### src/rtl/pipe_pkg.sv
// pipe_pkg: shared definitions for the elastic pipeline stage family.
//   pipe_state_e - occupancy state of an elastic stage (values equal entry count)
//   OCC_W        - width of the occupancy output
//   state_occ()  - maps a state to its entry count
package pipe_pkg;

    localparam int OCC_W = 2;

    typedef enum logic [1:0] {
        PS_EMPTY = 2'd0,
        PS_HALF  = 2'd1,
        PS_FULL  = 2'd2
    } pipe_state_e;

    function automatic logic [OCC_W-1:0] state_occ(input pipe_state_e s);
        case (s)
            PS_HALF: return 2'd1;
            PS_FULL: return 2'd2;
            default: return 2'd0;
        endcase
    endfunction

endpackage

### src/rtl/pipe_sat_counter.sv
// pipe_sat_counter: saturating up-counter with asynchronous reset.
//   clk   - clock, rising edge
//   rst   - asynchronous active-high reset, clears count
//   inc   - count one event this cycle
//   count - current value, sticks at all-ones
module pipe_sat_counter #(
    parameter int CNT_W = 16
) (
    input  logic             clk,
    input  logic             rst,
    input  logic             inc,
    output logic [CNT_W-1:0] count
);

    always_ff @(posedge clk or posedge rst) begin
        if (rst)
            count <= '0;
        else if (inc && (count != {CNT_W{1'b1}}))
            count <= count + 1'b1;
    end

endmodule

### src/rtl/pipe_stage_elastic.sv
// pipe_stage_elastic: elastic inter-stage pipeline register with valid/ready
// handshake, optional two-entry skid, synchronous flush, external stall and a
// saturating backpressure counter.
//   clk, rst           - clock / asynchronous active-high reset
//   flush              - kills every held entry, drops the incoming one
//   stall              - blocks the downstream transfer only
//   in_valid/in_ready  - upstream handshake, in_data payload
//   out_valid/out_ready- downstream handshake, out_data from the main register
//   occupancy          - entries held (0..2)
//   stall_cycles       - saturating count of cycles holding a valid but untransferred entry
module pipe_stage_elastic
    import pipe_pkg::*;
#(
    parameter int WIDTH          = 64,
    parameter int SKID           = 1,
    parameter int CLEAR_ON_FLUSH = 1,
    parameter int CNT_W          = 16
) (
    input  logic             clk,
    input  logic             rst,
    input  logic             flush,
    input  logic             stall,
    input  logic             in_valid,
    output logic             in_ready,
    input  logic [WIDTH-1:0] in_data,
    output logic             out_valid,
    input  logic             out_ready,
    output logic [WIDTH-1:0] out_data,
    output logic [OCC_W-1:0] occupancy,
    output logic [CNT_W-1:0] stall_cycles
);

    pipe_state_e      state, next_state;
    logic             rdy_q;
    logic             in_fire, out_fire;
    logic [WIDTH-1:0] main_q, skid_q, main_d;
    logic             load_main, load_skid;

    // ---------------- FSM: state register ----------------
    always_ff @(posedge clk or posedge rst) begin
        if (rst)
            state <= PS_EMPTY;
        else
            state <= next_state;
    end

    // ---------------- FSM: next state ----------------
    always_comb begin
        next_state = state;
        if (flush) begin
            next_state = PS_EMPTY;
        end else begin
            case (state)
                PS_EMPTY: if (in_fire) next_state = PS_HALF;
                PS_HALF: begin
                    // Without a skid, in_fire & ~out_fire cannot happen: in_ready
                    // already drops whenever the held entry is not leaving.
                    if (in_fire && !out_fire)
                        next_state = (SKID != 0) ? PS_FULL : PS_HALF;
                    else if (!in_fire && out_fire)
                        next_state = PS_EMPTY;
                end
                PS_FULL:  if (out_fire) next_state = PS_HALF;
                default:  next_state = PS_EMPTY;
            endcase
        end
    end

    // ---------------- FSM: outputs ----------------
    always_comb begin
        out_valid = (state != PS_EMPTY);
        occupancy = state_occ(state);
        // rdy_q is low in reset and rises on the first edge after release.
        // With the skid it is the whole of in_ready, so upstream sees a pure
        // flop; without it the downstream handshake passes straight through.
        in_ready  = (SKID != 0) ? rdy_q
                                : (rdy_q & (~out_valid | (out_ready & ~stall)));
        out_data  = main_q;
        in_fire   = in_valid & in_ready & ~flush;
        out_fire  = out_valid & out_ready & ~stall & ~flush;
    end

    always_ff @(posedge clk or posedge rst) begin
        if (rst)
            rdy_q <= 1'b0;
        else if (SKID != 0)
            rdy_q <= (next_state != PS_FULL);
        else
            rdy_q <= 1'b1;
    end

    // ---------------- datapath ----------------
    // main always holds the oldest entry; skid only ever holds the younger one,
    // so draining FULL moves skid into main and ordering is preserved.
    always_comb begin
        load_main = 1'b0;
        load_skid = 1'b0;
        case (state)
            PS_EMPTY: load_main = in_fire;
            PS_HALF: begin
                load_main = in_fire & out_fire;
                load_skid = in_fire & ~out_fire & (SKID != 0);
            end
            PS_FULL:  load_main = out_fire;
            default:  load_main = 1'b0;
        endcase
        main_d = (state == PS_FULL) ? skid_q : in_data;
    end

    always_ff @(posedge clk or posedge rst) begin
        if (rst) begin
            main_q <= '0;
            skid_q <= '0;
        end else if (flush) begin
            if (CLEAR_ON_FLUSH != 0) begin
                main_q <= '0;
                skid_q <= '0;
            end
        end else begin
            if (load_main) main_q <= main_d;
            if (load_skid) skid_q <= in_data;
        end
    end

    // ---------------- backpressure counter ----------------
    pipe_sat_counter #(.CNT_W(CNT_W)) u_stall_cnt (
        .clk   (clk),
        .rst   (rst),
        .inc   (out_valid & ~out_fire & ~flush),
        .count (stall_cycles)
    );

endmodule
### config.mk
export PLATFORM = sky130hd
export DESIGN_NAME = pipe_stage_elastic
export DESIGN_NICKNAME = d
export VERILOG_FILES = /design/src/rtl/pipe_pkg.sv /design/src/rtl/pipe_sat_counter.sv /design/src/rtl/pipe_stage_elastic.sv
export SDC_FILE = /design/constraint.sdc
export NUM_CORES = 1
export LEC_CHECK = 0
export ABC_AREA = 1
export BUFFER_PORTS_ARGS = -buffer_cell sky130_fd_sc_hd__buf_4
export CORE_MARGIN = 2
export CORE_UTILIZATION = 59
export CTS_CLUSTER_SIZE = 28
export DETAILED_ROUTE_END_ITERATION = 8
export PLACE_DENSITY_LB_ADDON = 0.25
export RECOVER_POWER = 100
export SYNTH_ARGS = -nofsm -noshare
export SYNTH_HDL_FRONTEND = slang
export SYNTH_SLANG_ARGS = --single-unit
### constraint.sdc
create_clock -name clk -period 9.3 [get_ports clk]
set_input_delay 2.79 -clock clk [delete_from_list [all_inputs] [get_ports clk]]
set_output_delay 2.79 -clock clk [all_outputs]
set_load 0.05 [all_outputs]
==> impl_metrics.ini <==
[sta]
setup_viol = 0
min_period_ps = 6333
fin_tns_setup_ps = 0
slew_headroom = -1.632
period_share = 0.6809
final-hold-violation-count = 0
worst_pin_slew_ps = 3926
skew_ps = 4.225
rsz0062_at_grt = no
fmax_mhz = 157.9
finalMaxSlewViolations = 261

[power_and_ir_drop]
ir_drop_uv = 110.0
p_per_area_nw_per_um2 = 196.1
p_leak_nw = 4.342
p_total_w = 0.001639

[detailed_routing]
via_per_inst = 5.290
ant_nets = 0
drt_pre_antenna_iters = 5
wl_per_cell_um = 14.12
drtIter0Drc = 604
drc = 0
vias = 6417
wirelength_um = 17120

[critical_path]
crit_start = flush
r2r_end = out_data[0]
ff2ff_path_depth = 9
worstSetupPathType = in -> reg
worstSetupEndpoint = out_data[0]
worstPathRequired_ps = 9650
critical_path.endpoint_type = flop
worst_setup_path_start_kind = input port
timing.rr.start = state[0]
rrSetupSlack_ps = 5600
cp_max_fo = 47
cp_data_arrival_time_ps = 6680

[cells_and_area]
final_area_um2 = 8361
antennaDiodeCount = 0
drive_above_1_share = 0.1069
stdcell_count = 1213
area_delta_synth_final_pct = 17.54
final_nets = 1124

[clock_network]
cts_hold_buf = 0
cts_buffer_depth = 2
cts_tree = built
clk_pin_slew_worst_paths_ps = 50
cts_setup_buffers = 0
clock_latency_ps = 420
cts_buffers = 17
htreeDepth = 4
cts_sinks = 147
post_cts_resized = 0
root_buffer = clkbuf_16

[synthesis]
avgSynthCellArea_um2 = 7.591
yosys_register_bits = 147
ys_seq_area_frac = 0.5172
synth_top_family_by_area = simple AND/OR/NAND/NOR gates
synthAdderAreaFrac = 0.001759
synthXorXnorAreaFrac = 0.008619
synth_mux_area_frac = 0
synthCells = 937
synthSimpleGateAreaFrac = 0.3569
synthesis.area_um2 = 7113
ys_types = 24
synth_nets = 1008
yosysWarnings = 0
synth_compound_gate_area_share = 0.05629

[die]
die-area_um2 = 12950
die_h_um = 113.8
rows = 40
die_x_um = 113.8
coreArea_um2 = 11910
io_pins = 154
initial_core_util = 0.5972

[worst_hold_path]
min_from = skid_q[54]
hold_class = reg -> reg

[global_route]
grt_max_degree = 116
grt_overflow_total = 0
grt_pass1_vias = 5914
track_usage = 0.2750
antenna_found_initial = 0
grt_pass1_wl_um = 28320

[placement]
dpl_cell_area_um2 = 8202
port_buffers = 153
dp_hpwl_um = 10110
dp_cells = 1181
gp_congestion = 0.8410

[run_status]
violations = capacitance limit, slew limit
status = finished with violations

[job]
maxCapViolations = 5
## critical path: stages
cell,delay [ps]
clkbuf_1,90
clkinvlp_2,960
nand2_1,180
nor2_1,170
nand2_2,70
nand2_1,620
clkbuf_1,1460
nand2_1,170
nand2_1,140
## where the power goes
part	switching, W	internal (W)
clock	0.000243	0.000352
sequential	0.0000383	0.000697
combinational	0.000234	0.0000755
## worst min path at each step
stage | end | slack, ps | cells after the start
final | skid_q[54] | 490 | 2
after global routing | skid_q[2] | 510 | 2
after CTS | skid_q[47] | 490 | 2
after detailed placement | skid_q[47] | 470 | 2
after global placement | skid_q[4] | 470 | 2
after floorplan | skid_q[0] | 450 | 2
## through the flow
step / worst slack, ps / utilization / hold WS (ps)
6_report: 2967 / 0.7019 / 485.4
5_1_grt: 2519 / 0.7019 / 508.6
4_1_cts: 4433 / 0.7313 / 487.3
3_5_place_dp: 4096 / 0.6886 / 473.3
3_3_place_gp: 4142 / 0.6886 / 465.7
2_1_floorplan: 2559 / - / 453.4
## state kept, by name, summed over array words and instances, names as in the netlist
register           flops
state                  2
out_data              64
u_stall_cnt.count     16
in_ready               1
skid_q                64
## layout by cell type (no fill, tap or decap), types with 2 or more instances in the layout
cell type and n:
inv_1 24, clkbuf_8 2, nand2_1 502, clkinvlp_2 2, nand2_2 6, buf_4 74, nor2_1 19, clkbuf_1 91
xnor2_1 6, dfrtp_1 147, nand3_1 14, nand4_1 69, clkinv_2 6, clkbuf_16 17, o21ai_0 75
## logic make-up after synthesis
family | after synthesis
flip-flops | 147
buffers and inverters | 90
XOR/XNOR | 7
AND/OR/NAND/NOR | 615
adder cells (fa/ha/maj) | 1
AO/OA/AOI/OAI | 77
## layout make-up
type,count,area [um2]
Clock inverter,6,30.03
Clock buffer,26,479.2
Sequential cell,147,3679
Tap cell,147,183.9
Multi-Input combinational cell,700,3000
Timing Repair Buffer,159,878.3
Fill cell,1058,3551
Inverter,28,110.1
## synth_stat cells, drive strengths merged
cell / count / area (um2)
nand2: 509 / 1936
dfrtp: 147 / 3679
o21ai: 76 / 391.6
nand4: 69 / 431.7
buf: 34 / 209.0
clkbuf: 28 / 105.1
inv: 28 / 107.6
nor2: 21 / 88.84
nand3: 15 / 75.07
xnor2: 6 / 52.55
a21oi: 1 / 8.760
ha: 1 / 12.51
nand3b: 1 / 7.510
xor2: 1 / 8.760
## metal layers
layer | global-route usage | routed length (um) | part of all wire | up-vias
met2 | 0.4303 | 8092 | 0.47 | 228
met4 | 0.08211 | 285 | 0.017 | 0
met3 | 0.06217 | 1114 | 0.065 | 22
met5 | 0 | 0 | 0 | -
met1 | 0.3881 | 7629 | 0.45 | 2951
li1 | - | - | - | 3216
(Power assumes the default switching activity.)
